===== src/rtl/nv_nvdla_csb_pkg.sv =====
// ----------------------------------------------------------------------------
// nv_nvdla_csb_pkg
//   Shared definitions for the CSB request initiator:
//   - request packet (63 bit) and response packet (34 bit) field offsets/widths
//   - response type encodings
//   - initiator FSM state enum
//   - pack_req(): builds a request packet from its fields
// No ports (package).
// ----------------------------------------------------------------------------
package nv_nvdla_csb_pkg;

    localparam int REQ_PD_W  = 63;
    localparam int RESP_PD_W = 34;
    localparam int ADDR_W    = 22;
    localparam int DATA_W    = 32;
    localparam int WRBE_W    = 4;
    localparam int LEVEL_W   = 2;

    // Request packet layout
    localparam int REQ_ADDR_LSB    = 0;
    localparam int REQ_WDAT_LSB    = 22;
    localparam int REQ_WRITE_BIT   = 54;
    localparam int REQ_NPOSTED_BIT = 55;
    localparam int REQ_SRCPRIV_BIT = 56;
    localparam int REQ_WRBE_LSB    = 57;
    localparam int REQ_LEVEL_LSB   = 61;

    // Response packet layout
    localparam int RESP_RDAT_LSB  = 0;
    localparam int RESP_ERROR_BIT = 32;
    localparam int RESP_TYPE_BIT  = 33;

    // Response type encodings
    localparam logic RESP_TYPE_RDAT = 1'b0;
    localparam logic RESP_TYPE_WACK = 1'b1;

    typedef enum logic [1:0] {
        ST_IDLE = 2'd0,
        ST_REQ  = 2'd1,
        ST_WAIT = 2'd2,
        ST_CPL  = 2'd3
    } csb_state_e;

    function automatic logic [REQ_PD_W-1:0] pack_req(
        input logic [LEVEL_W-1:0] level,
        input logic [WRBE_W-1:0]  wrbe,
        input logic               srcpriv,
        input logic               nposted,
        input logic               write,
        input logic [DATA_W-1:0]  wdat,
        input logic [ADDR_W-1:0]  addr
    );
        logic [REQ_PD_W-1:0] pd;
        pd = '0;
        pd[REQ_LEVEL_LSB +: LEVEL_W] = level;
        pd[REQ_WRBE_LSB +: WRBE_W]   = wrbe;
        pd[REQ_SRCPRIV_BIT]          = srcpriv;
        pd[REQ_NPOSTED_BIT]          = nposted;
        pd[REQ_WRITE_BIT]            = write;
        pd[REQ_WDAT_LSB +: DATA_W]   = wdat;
        pd[REQ_ADDR_LSB +: ADDR_W]   = addr;
        return pd;
    endfunction

endpackage


===== src/rtl/nv_nvdla_csb_initiator_if.sv =====
// ----------------------------------------------------------------------------
// nv_nvdla_csb_initiator_if
//   Bundles the command, CSB request, CSB response and completion channels of
//   the CSB initiator.
//   modport master : initiator view (drives cmd_ready, req_*, cpl_*, stray_resp)
//   modport slave  : environment view (drives cmd_*, req_prdy, resp_*, cpl_ready)
//
//   Handshakes: a transfer on cmd (cmd_valid & cmd_ready), req
//   (req_pvld & req_prdy) and cpl (cpl_valid & cpl_ready) happens on the rising
//   clock edge where both are high; once a valid is raised it and its payload
//   stay stable until the transfer.  resp_valid is a one-cycle strobe with no
//   back-pressure.
// ----------------------------------------------------------------------------
interface nv_nvdla_csb_initiator_if;
    import nv_nvdla_csb_pkg::*;

    logic                 cmd_valid;
    logic                 cmd_ready;
    logic [ADDR_W-1:0]    cmd_addr;
    logic [DATA_W-1:0]    cmd_wdat;
    logic [WRBE_W-1:0]    cmd_wrbe;
    logic                 cmd_write;
    logic                 cmd_nposted;

    logic                 req_pvld;
    logic                 req_prdy;
    logic [REQ_PD_W-1:0]  req_pd;

    logic                 resp_valid;
    logic [RESP_PD_W-1:0] resp_pd;

    logic                 cpl_valid;
    logic                 cpl_ready;
    logic [DATA_W-1:0]    cpl_rdat;
    logic                 cpl_error;
    logic                 cpl_timeout;
    logic                 stray_resp;

    modport master (
        input  cmd_valid, cmd_addr, cmd_wdat, cmd_wrbe, cmd_write, cmd_nposted,
        output cmd_ready,
        output req_pvld, req_pd,
        input  req_prdy,
        input  resp_valid, resp_pd,
        output cpl_valid, cpl_rdat, cpl_error, cpl_timeout, stray_resp,
        input  cpl_ready
    );

    modport slave (
        output cmd_valid, cmd_addr, cmd_wdat, cmd_wrbe, cmd_write, cmd_nposted,
        input  cmd_ready,
        input  req_pvld, req_pd,
        output req_prdy,
        output resp_valid, resp_pd,
        input  cpl_valid, cpl_rdat, cpl_error, cpl_timeout, stray_resp,
        output cpl_ready
    );

endinterface


===== src/rtl/nv_nvdla_csb_timeout_cnt.sv =====
// ----------------------------------------------------------------------------
// nv_nvdla_csb_timeout_cnt
//   Response-wait counter.  Cleared by clr, advances by one per cycle with en,
//   saturates at TIMEOUT_CYCLES-1.  expire is high while the count sits at
//   TIMEOUT_CYCLES-1, i.e. during the TIMEOUT_CYCLES-th waiting cycle.
// Ports:
//   nvdla_core_clk  in   clock
//   nvdla_core_rst  in   asynchronous active-high reset
//   clr             in   restart counting from 0
//   en              in   count this cycle
//   expire          out  count == TIMEOUT_CYCLES-1
// ----------------------------------------------------------------------------
module nv_nvdla_csb_timeout_cnt #(
    parameter int TIMEOUT_CYCLES = 1024
) (
    input  logic nvdla_core_clk,
    input  logic nvdla_core_rst,
    input  logic clr,
    input  logic en,
    output logic expire
);

    localparam int              CNT_W = (TIMEOUT_CYCLES > 2) ? $clog2(TIMEOUT_CYCLES) : 1;
    localparam logic [CNT_W-1:0] LAST = CNT_W'(TIMEOUT_CYCLES - 1);

    logic [CNT_W-1:0] count;

    always_ff @(posedge nvdla_core_clk or posedge nvdla_core_rst) begin
        if (nvdla_core_rst) begin
            count <= '0;
        end else if (clr) begin
            count <= '0;
        end else if (en && (count != LAST)) begin
            count <= count + CNT_W'(1);
        end
    end

    assign expire = (count == LAST);

endmodule


===== src/rtl/nv_nvdla_csb_initiator.sv =====
// ----------------------------------------------------------------------------
// nv_nvdla_csb_initiator
//   CSB master: accepts one register command at a time, issues it as a 63-bit
//   CSB request, waits for the 34-bit response (unless posted write) and
//   presents a completion.  Responses arriving while not waiting are dropped
//   and flagged on stray_resp the following cycle.
//   Optional response timeout: compile with NVDLA_CSB_TIMEOUT_EN defined.
// Parameters:
//   REQ_LEVEL       value of req_pd[62:61]
//   REQ_SRCPRIV     value of req_pd[56]
//   TIMEOUT_CYCLES  WAIT cycles before timeout completion (>= 2)
// Ports:
//   nvdla_core_clk  in   core clock
//   nvdla_core_rst  in   asynchronous active-high reset
//   bus             master modport: cmd / req / resp / cpl channels, stray_resp
//   dbg_state       out  current FSM state
// ----------------------------------------------------------------------------
module nv_nvdla_csb_initiator
    import nv_nvdla_csb_pkg::*;
#(
    parameter logic [1:0] REQ_LEVEL      = 2'b00,
    parameter logic       REQ_SRCPRIV    = 1'b0,
    parameter int         TIMEOUT_CYCLES = 1024
) (
    input  logic                            nvdla_core_clk,
    input  logic                            nvdla_core_rst,
    nv_nvdla_csb_initiator_if.master        bus,
    output csb_state_e                      dbg_state
);

    csb_state_e          state;
    csb_state_e          next_state;

    logic [REQ_PD_W-1:0] req_pd_q;
    logic [DATA_W-1:0]   cpl_rdat_q;
    logic                cpl_error_q;
    logic                cpl_timeout_q;
    logic                stray_q;

    logic                cmd_ready_int;
    logic                cmd_accept;
    logic                posted_done;
    logic                resp_take;
    logic                tmo_hit;

    logic                req_is_write;
    logic                req_posted;
    logic                type_mismatch;
    logic                resp_error;
    logic [DATA_W-1:0]   resp_rdat;

    // The outstanding request's kind is read back from the held packet.
    assign req_is_write = req_pd_q[REQ_WRITE_BIT];
    assign req_posted   = req_is_write && !req_pd_q[REQ_NPOSTED_BIT];

    assign type_mismatch = bus.resp_pd[RESP_TYPE_BIT] !=
                           (req_is_write ? RESP_TYPE_WACK : RESP_TYPE_RDAT);
    assign resp_error    = bus.resp_pd[RESP_ERROR_BIT] || type_mismatch;
    // Write acks carry no data; a mismatched response's data is not trusted.
    assign resp_rdat     = (req_is_write || type_mismatch) ? '0
                                                           : bus.resp_pd[RESP_RDAT_LSB +: DATA_W];

`ifdef NVDLA_CSB_TIMEOUT_EN
    logic wait_enter;
    logic tmo_expire;

    assign wait_enter = (state == ST_REQ) && bus.req_prdy && !req_posted;

    nv_nvdla_csb_timeout_cnt #(
        .TIMEOUT_CYCLES (TIMEOUT_CYCLES)
    ) u_timeout_cnt (
        .nvdla_core_clk (nvdla_core_clk),
        .nvdla_core_rst (nvdla_core_rst),
        .clr            (wait_enter),
        .en             ((state == ST_WAIT) && !bus.resp_valid),
        .expire         (tmo_expire)
    );

    // A response in the expiring cycle still wins.
    assign tmo_hit = (state == ST_WAIT) && !bus.resp_valid && tmo_expire;
`else
    logic unused_timeout_cfg;
    assign unused_timeout_cfg = (TIMEOUT_CYCLES < 2);
    assign tmo_hit            = 1'b0;
`endif

    // cmd_ready is held low while reset is asserted even though the state
    // register already reads IDLE.
    assign cmd_ready_int = (state == ST_IDLE) && !nvdla_core_rst;

    always_ff @(posedge nvdla_core_clk or posedge nvdla_core_rst) begin
        if (nvdla_core_rst) begin
            state <= ST_IDLE;
        end else begin
            state <= next_state;
        end
    end

    always_comb begin
        next_state  = state;
        cmd_accept  = 1'b0;
        posted_done = 1'b0;
        resp_take   = 1'b0;
        case (state)
            ST_IDLE: begin
                if (bus.cmd_valid && cmd_ready_int) begin
                    cmd_accept = 1'b1;
                    next_state = ST_REQ;
                end
            end
            ST_REQ: begin
                if (bus.req_prdy) begin
                    if (req_posted) begin
                        posted_done = 1'b1;
                        next_state  = ST_CPL;
                    end else begin
                        next_state  = ST_WAIT;
                    end
                end
            end
            ST_WAIT: begin
                if (bus.resp_valid) begin
                    resp_take  = 1'b1;
                    next_state = ST_CPL;
                end else if (tmo_hit) begin
                    next_state = ST_CPL;
                end
            end
            ST_CPL: begin
                if (bus.cpl_ready) begin
                    next_state = ST_IDLE;
                end
            end
            default: next_state = ST_IDLE;
        endcase
    end

    always_ff @(posedge nvdla_core_clk or posedge nvdla_core_rst) begin
        if (nvdla_core_rst) begin
            req_pd_q      <= '0;
            cpl_rdat_q    <= '0;
            cpl_error_q   <= 1'b0;
            cpl_timeout_q <= 1'b0;
            stray_q       <= 1'b0;
        end else begin
            stray_q <= bus.resp_valid && (state != ST_WAIT);

            if (cmd_accept) begin
                req_pd_q <= pack_req(REQ_LEVEL, bus.cmd_wrbe, REQ_SRCPRIV, bus.cmd_nposted,
                                     bus.cmd_write, bus.cmd_wdat, bus.cmd_addr);
            end

            if (posted_done) begin
                cpl_rdat_q    <= '0;
                cpl_error_q   <= 1'b0;
                cpl_timeout_q <= 1'b0;
            end else if (resp_take) begin
                cpl_rdat_q    <= resp_rdat;
                cpl_error_q   <= resp_error;
                cpl_timeout_q <= 1'b0;
            end else if (tmo_hit) begin
                cpl_rdat_q    <= '0;
                cpl_error_q   <= 1'b1;
                cpl_timeout_q <= 1'b1;
            end
        end
    end

    assign bus.cmd_ready   = cmd_ready_int;
    assign bus.req_pvld    = (state == ST_REQ);
    assign bus.req_pd      = req_pd_q;
    assign bus.cpl_valid   = (state == ST_CPL);
    assign bus.cpl_rdat    = cpl_rdat_q;
    assign bus.cpl_error   = cpl_error_q;
    assign bus.cpl_timeout = cpl_timeout_q;
    assign bus.stray_resp  = stray_q;
    assign dbg_state       = state;

endmodule


===== src/flat_wrapper.sv =====
// flat-port wrapper written by rule: the top's interface ports become plain ports
module nv_nvdla_csb_initiator_flat import nv_nvdla_csb_pkg::*;
#(
    parameter logic [1:0] REQ_LEVEL      = 2'b00,
    parameter logic       REQ_SRCPRIV    = 1'b0,
    parameter int         TIMEOUT_CYCLES = 1024
)
  (nvdla_core_clk, nvdla_core_rst, dbg_state, bus_cmd_valid, bus_cmd_addr, bus_cmd_wdat, bus_cmd_wrbe, bus_cmd_write, bus_cmd_nposted, bus_cmd_ready, bus_req_pvld, bus_req_pd, bus_req_prdy, bus_resp_valid, bus_resp_pd, bus_cpl_valid, bus_cpl_rdat, bus_cpl_error, bus_cpl_timeout, bus_stray_resp, bus_cpl_ready);
  nv_nvdla_csb_initiator_if bus_i ();
  input  logic nvdla_core_clk;
  input  logic nvdla_core_rst;
  output csb_state_e dbg_state;
  input wire logic [$bits(bus_i.cmd_valid)-1:0] bus_cmd_valid;
  input wire logic [$bits(bus_i.cmd_addr)-1:0] bus_cmd_addr;
  input wire logic [$bits(bus_i.cmd_wdat)-1:0] bus_cmd_wdat;
  input wire logic [$bits(bus_i.cmd_wrbe)-1:0] bus_cmd_wrbe;
  input wire logic [$bits(bus_i.cmd_write)-1:0] bus_cmd_write;
  input wire logic [$bits(bus_i.cmd_nposted)-1:0] bus_cmd_nposted;
  output wire logic [$bits(bus_i.cmd_ready)-1:0] bus_cmd_ready;
  output wire logic [$bits(bus_i.req_pvld)-1:0] bus_req_pvld;
  output wire logic [$bits(bus_i.req_pd)-1:0] bus_req_pd;
  input wire logic [$bits(bus_i.req_prdy)-1:0] bus_req_prdy;
  input wire logic [$bits(bus_i.resp_valid)-1:0] bus_resp_valid;
  input wire logic [$bits(bus_i.resp_pd)-1:0] bus_resp_pd;
  output wire logic [$bits(bus_i.cpl_valid)-1:0] bus_cpl_valid;
  output wire logic [$bits(bus_i.cpl_rdat)-1:0] bus_cpl_rdat;
  output wire logic [$bits(bus_i.cpl_error)-1:0] bus_cpl_error;
  output wire logic [$bits(bus_i.cpl_timeout)-1:0] bus_cpl_timeout;
  output wire logic [$bits(bus_i.stray_resp)-1:0] bus_stray_resp;
  input wire logic [$bits(bus_i.cpl_ready)-1:0] bus_cpl_ready;
  assign bus_i.cmd_valid = bus_cmd_valid;
  assign bus_i.cmd_addr = bus_cmd_addr;
  assign bus_i.cmd_wdat = bus_cmd_wdat;
  assign bus_i.cmd_wrbe = bus_cmd_wrbe;
  assign bus_i.cmd_write = bus_cmd_write;
  assign bus_i.cmd_nposted = bus_cmd_nposted;
  assign bus_cmd_ready = bus_i.cmd_ready;
  assign bus_req_pvld = bus_i.req_pvld;
  assign bus_req_pd = bus_i.req_pd;
  assign bus_i.req_prdy = bus_req_prdy;
  assign bus_i.resp_valid = bus_resp_valid;
  assign bus_i.resp_pd = bus_resp_pd;
  assign bus_cpl_valid = bus_i.cpl_valid;
  assign bus_cpl_rdat = bus_i.cpl_rdat;
  assign bus_cpl_error = bus_i.cpl_error;
  assign bus_cpl_timeout = bus_i.cpl_timeout;
  assign bus_stray_resp = bus_i.stray_resp;
  assign bus_i.cpl_ready = bus_cpl_ready;
  nv_nvdla_csb_initiator #(.REQ_LEVEL(REQ_LEVEL), .REQ_SRCPRIV(REQ_SRCPRIV), .TIMEOUT_CYCLES(TIMEOUT_CYCLES)) u_core (.nvdla_core_clk(nvdla_core_clk), .nvdla_core_rst(nvdla_core_rst), .bus(bus_i), .dbg_state(dbg_state));
endmodule

===== config.mk =====
export PLATFORM = sky130hd
export DESIGN_NAME = nv_nvdla_csb_initiator_flat
export DESIGN_NICKNAME = d
export VERILOG_FILES = /design/src/rtl/nv_nvdla_csb_pkg.sv /design/src/rtl/nv_nvdla_csb_initiator_if.sv /design/src/rtl/nv_nvdla_csb_timeout_cnt.sv /design/src/rtl/nv_nvdla_csb_initiator.sv /design/src/flat_wrapper.sv
export SDC_FILE = /design/constraint.sdc
export NUM_CORES = 1
export LEC_CHECK = 0
export ABC_AREA = 1
export ABC_CLOCK_PERIOD_IN_PS = 6400
export BUFFER_PORTS_ARGS = -buffer_cell sky130_fd_sc_hd__buf_2
export CORE_ASPECT_RATIO = 0.9
export CORE_MARGIN = 5
export CORE_UTILIZATION = 25
export DETAILED_ROUTE_END_ITERATION = 16
export PLACE_DENSITY = 0.47
export RECOVER_POWER = 100
export SYNTH_ARGS = -nofsm -noshare
export SYNTH_HDL_FRONTEND = slang
export SYNTH_SLANG_ARGS = --single-unit

===== constraint.sdc =====
create_clock -name nvdla_core_clk -period 6.4 [get_ports nvdla_core_clk]
set_input_delay 0.64 -clock nvdla_core_clk [delete_from_list [all_inputs] [get_ports nvdla_core_clk]]
set_output_delay 0.64 -clock nvdla_core_clk [all_outputs]
set_load 0.02 [all_outputs]

## Yosys cells after proc, flatten, opt, wreduce, memory -nomap -nowiden

Cells that the tools add are included.

- Register bits: 97
- Latch bits: 0
- Memory bits (writable): 0
- ROM bits: 0
- Bits of input ports: 100
- Output and inout bits: 103
- Word-level logic and storage cells: 47
- Memories: 0

- Add/subtract/negate cells: 0
- $mul: 0
- Divide/modulo/power cells: 0
- Order comparisons: 0
- Equal/unequal tests: 9
- Shift-type cells: 0
- Multiplexer cells: 21
- Bitwise operators: 0
- Reductions and logical operators: 11

Operator list:

| operator | count |
|---|---|
| two-way mux 32 bit | 3 |
| two-way mux 1 bit | 13 |
| two-way mux 2 bit | 4 |
| case mux 2 bit (4 select lines) | 1 |
| != test 2 bit (second input constant) | 3 |
| equality test 2 bit (second input constant) | 2 |
| logical AND 1 bit | 4 |
| != test 2 x 1 -> 1 bit (second input constant) | 2 |
| AND reduction 4 bit | 1 |
| equality test 2 x 1 -> 1 bit (second input constant) | 1 |
| zero test 1 bit | 2 |
| zero test 2 bit | 1 |
| logical OR 1 bit | 2 |
| nonzero test 2 bit | 1 |
| != test 1 bit | 1 |

## Longest topological paths before layout

- Depth after elaboration: 6
- Mapped depth: 8

## Worst setup path before layout

Ideal clock, no wire load.

- Path kind: input to register
- Start point: input port nvdla_core_rst
- End point: register u_core.state[0] (netlist: u_core.dbg_state[0])
- Arrival: 3.218 ns
- Setup slack: 3.058 ns
- Cell stages on the path: 4
- Buffers on the path: 0
- Cell sequence: inv_1 > a21oi_1 > o21bai_1 > nand2_1

- Word-level cells in the longest chain between the ends: 5

RTL lines:

| what | RTL line | source |
|---|---|---|
| from (decl) | flat_wrapper.sv:11 | `input logic nvdla_core_rst;` |
| zero test 1 bit | nv_nvdla_csb_initiator.sv:89 | `assign cmd_ready_int = (state == ST_IDLE) && !nvdla_core_rst;` |
| logical AND 1 bit | nv_nvdla_csb_initiator.sv:89 |  |
| logical AND 1 bit | nv_nvdla_csb_initiator.sv:106 | `if (bus.cmd_valid && cmd_ready_int) begin` |
| != test 2 bit (no line) | -- |  |
| AND reduction 4 bit (no line) | -- |  |
| to (signal assigned) | nv_nvdla_csb_initiator.sv:95 | `state <= next_state;` |
| to (decl) | nv_nvdla_csb_initiator.sv:31 | `csb_state_e state;` |

Every way passes these cells.
A chain may end at the register's enable or synchronous reset.

## Worst setup path in the final report

- Start point: register u_core.state[0] (netlist: u_core.dbg_state[0])
- End point: register u_core.req_pd_q[54] (netlist: u_core.bus.req_pd[54])

- Word-level cells in the longest chain between the ends: 5

RTL lines:

| what | RTL line | source |
|---|---|---|
| zero test 2 bit (*) | nv_nvdla_csb_initiator.sv:89, nv_nvdla_csb_initiator.sv:104 |  |
| logical AND 1 bit | nv_nvdla_csb_initiator.sv:89 |  |
| logical AND 1 bit | nv_nvdla_csb_initiator.sv:106 |  |
| two-way mux 1 bit | nv_nvdla_csb_initiator.sv:106 |  |
| two-way mux 1 bit (*) | nv_nvdla_csb_initiator.sv:104 | `case (state)` |
| to (signal assigned) | nv_nvdla_csb_initiator.sv:149 | `req_pd_q <= pack_req(REQ_LEVEL, bus.cmd_wrbe, REQ_SRCPRIV, bus.cmd_nposted,` |
| to (decl) | nv_nvdla_csb_initiator.sv:34 | `logic [REQ_PD_W-1:0] req_pd_q;` |

Mark *: on every way between the ends. The rest lies on a longest branch, timed or not.

==> flow_summary.json <==
{
  "yosys.cell_types.count": 19,
  "most-common-layout-cells": "sky130_fd_sc_hd__nand2_1 (158), sky130_fd_sc_hd__clkbuf_1 (101), sky130_fd_sc_hd__buf_2 (99), sky130_fd_sc_hd__dfrtp_1 (96), sky130_fd_sc_hd__nand3_1 (92)",
  "powerDensity_mw_per_mm2": 487,
  "ir_drop_v": 0.000173,
  "final_antenna_net_count": 0,
  "r2r_setup_slack_ns": 2.96,
  "final_cell_area_mm2": 0.00530,
  "share_of_final_layout_standard_cells_stronger_than_drive_strength_1_pct": 19.1,
  "number_of_nets_in_the_layout": 734,
  "setup_viol": 0,
  "worst-path-max-fanout": 62,
  "synth-compound-area-share_pct": 1.10,
  "synth-adder-area-share_pct": 1.53,
  "ctsHtreeMaxLevel": 3,
  "number_of_storage_elements_in_the_synthesis_netlist": 96,
  "drt_drc_violations_left": 0,
  "yosys.area_share.simple_pct": 31.9,
  "crit_top_cell": "sky130_fd_sc_hd__inv_1",
  "cts_tree": "done",
  "area_contributors_post_synth": "sky130_fd_sc_hd__dfrtp_1 (59%), sky130_fd_sc_hd__nand2_1 (14%), sky130_fd_sc_hd__nand3_1 (11%)",
  "design.portCount": 203,
  "cts_hold_buffers": 0,
  "mappedNetlistArea_mm2": 0.00408,
  "drv_slew": 166,
  "grtUsageTotal_pct": 12.8,
  "crit_path_cell_trace": "inv_1, ha_1, inv_1, nor2_4, buf_4, nand2_1, nor2_1, a21oi_1",
  "cts-root-to-sink-buffers": 2,
  "path_clk_slew_ns": 0.07,
  "post_synthesis_cells": 451,
  "crit_path_top_delay_cell": "sky130_fd_sc_hd__nand2_1",
  "yosysTopAreaCell": "sky130_fd_sc_hd__dfrtp_1",
  "fillCellCount": 1752,
  "final_cells": 841,
  "clock-skew-final_ns": 0.00747,
  "post_cts_buffers": 0,
  "dr.first_iter.drc_count": 184,
  "final_common_cell": "sky130_fd_sc_hd__nand2_1",
  "globalRouteOverflowTotal": 0,
  "final_critical_period_ns": 3.44,
  "placeableCoreArea_mm2": 0.0161,
  "xor_xnor_share_of_the_synthesized_area_pct": 0,
  "synth.top_cell.area_share_pct": 58.9,
  "worst_r2r_path_depth": 8,
  "post_drt_wl_per_cell_um": 14.6,
  "maxClockFrequency_mhz": 291,
  "avgSynthCellArea_um2": 9.04,
  "total_vias_in_the_final_route": 3713,
  "buffer_ports.inserted": 198,
  "timing_worst_setup_path_type": "register to register",
  "post_drt_via_cell_ratio": 4.41,
  "placementRows": 44,
  "clockRootBuffer": "sky130_fd_sc_hd__clkbuf_16",
  "dpl-instance-area_mm2": 0.00516,
  "number_of_antenna_violations_at_the_first_check_in_global_routing": 1,
  "final_hold_viol_count": 0,
  "fin_crit_sh_pct": 53.7,
  "die_h_um": 131,
  "hp-class": "register to register",
  "die_x_um": 145,
  "num_antenna_cells": 0,
  "numPlacedInstances": 825,
  "first_pass_iters": 4,
  "cts_made_buffers": 9,
  "timing.critical_path.required_ns": 6.55,
  "violations": "max-capacitance violations, max-slew violations",
  "syn2layout_area_growth_pct": 30.0,
  "wire_length_of_the_first_global_routing_pass_um": 19500,
  "synth_sequential_area_ratio_pct": 58.9,
  "largest_family_of_logic_cells_by_synthesized_area": "simple AND/OR/NAND/NOR gates",
  "area_of_the_die_mm2": 0.0190,
  "detailed_placement_hpwl_um": 8520,
  "timing.max_slew.rel_slack_pct": -64.3,
  "p_leak_nw": 2.83,
  "place_congestion": 0.760,
  "totalWireLength_um": 12300,
  "maximum_number_of_pins_on_one_net_before_global_route_repair": 66,
  "setup_slack_ns": 2.96,
  "pre_cts_slack_ns": 3.53,
  "floorplan.initialDensity_pct": 25.4,
  "cts_resized": 0,
  "unrepaired_setup_endpoints_after_global_routing": "no",
  "data_arrival_time_of_the_worst_path_ns": 3.59,
  "multiInputGateArea_mm2": 0.00142,
  "sequential_cell_area_mm2": 0.00240,
  "hold_path_depth": 2,
  "startpoint_type": "register",
  "setup-tns-final_ns": 0,
  "synth.area.mux_share_pct": 0,
  "ys.warnings.count": 0,
  "critical_path_endpoint_category": "register",
  "cts.sink_count": 96,
  "clock_insertion_delay_worst_skew_ns": 0.35,
  "max_cap_violations": 3,
  "via_count_of_the_first_global_routing_pass": 3790,
  "result_of_the_run": "finished, violations left",
  "critPathMaxStageDelay_ns": 1.34,
  "slew_of_the_pin_with_the_lowest_slew_margin_ns": 2.46
}
metal layers:
| metal | GRT usage [%] | vias to the layer above | part of all wire, % |
|---|---|---|---|
| met5 | 0 | - | 0.11 |
| met4 | 3.58 | 2 | 1.2 |
| met3 | 6.43 | 15 | 12 |
| met2 | 19.0 | 149 | 43 |
| met1 | 16.5 | 1708 | 44 |
| li1 | - | 1839 | - |
power by group:
group	switching (W)	internal, W
combinational	0.000774	0.000283
sequential	0.000155	0.000867
clock	0.000229	0.000273
state kept, by name, indices dropped and copies added, names as in the netlist:
name and flops:
u_core.bus.cpl_error 1, u_core.dbg_state 2, u_core.bus.stray_resp 1, u_core.bus.cpl_rdat 32, u_core.bus.req_pd 60
layout make-up:
| type | instances | area share [%] |
|---|---|---|
| multi-input combinational | 307 | 26.8 |
| timing repair buffer | 203 | 17.0 |
| tap | 207 | 4.88 |
| inverter | 12 | 0.873 |
| sequential | 96 | 45.3 |
| clock inverter | 5 | 0.613 |
| clock buffer | 11 | 4.58 |
path summary, 6_finish.rpt:
check,start,to
min,u_core.bus.req_pd[10],u_core.bus.req_pd[10]
max reg2reg,u_core.dbg_state[0],u_core.bus.req_pd[54]
max,u_core.dbg_state[0],u_core.bus.req_pd[54]
min reg2reg,u_core.bus.req_pd[10],u_core.bus.req_pd[10]
min in group asynchronous,nvdla_core_rst,u_core.dbg_state[0]
max in group asynchronous,nvdla_core_rst,u_core.bus.cpl_error
cells by family after synthesis:
| kind of cell | count (synthesis) |
|---|---|
| flops | 96 |
| other cells | 1 |
| compound gates | 8 |
| buf+inv | 51 |
| simple gates | 290 |
| fa+ha+maj | 5 |
through the flow:
stage / power, W / utilization, % / hold WS (ns)
floorplan: 0.00175 / - / 0.582
global placement: 0.00216 / 32.1 / 0.450
detailed placement: 0.00218 / 32.1 / 0.454
CTS: 0.00270 / 33.8 / 0.340
global route: 0.00278 / 33.0 / 0.493
finish: 0.00258 / 33.0 / 0.473
Yosys cell counts:
| library cell | number |
|---|---|
| sky130_fd_sc_hd__nand2_1 | 157 |
| sky130_fd_sc_hd__dfrtp_1 | 96 |
| sky130_fd_sc_hd__nand3_1 | 92 |
| sky130_fd_sc_hd__nand4_1 | 33 |
| sky130_fd_sc_hd__buf_2 | 17 |
| sky130_fd_sc_hd__buf_4 | 12 |
| sky130_fd_sc_hd__inv_1 | 11 |
| sky130_fd_sc_hd__clkbuf_1 | 7 |
| sky130_fd_sc_hd__ha_1 | 5 |
| sky130_fd_sc_hd__nor2_1 | 5 |
| sky130_fd_sc_hd__a21oi_1 | 4 |
| sky130_fd_sc_hd__buf_1 | 2 |
| sky130_fd_sc_hd__nand2_2 | 2 |
| sky130_fd_sc_hd__o21ai_0 | 2 |
| sky130_fd_sc_hd__o21bai_1 | 2 |
| sky130_fd_sc_hd__buf_6 | 1 |
| sky130_fd_sc_hd__conb_1 | 1 |
| sky130_fd_sc_hd__inv_2 | 1 |
| sky130_fd_sc_hd__nor2_4 | 1 |
worst max-delay path, delay by kind of cell (launching register included):
kind	cells	cell delay [ns]
compound gates	1	0.07
fa+ha+maj	1	0.19
buf+inv	3	0.71
flops	1	0.41
simple gates	3	1.83
No activity file was read; power rests on OpenSTA's default activity.
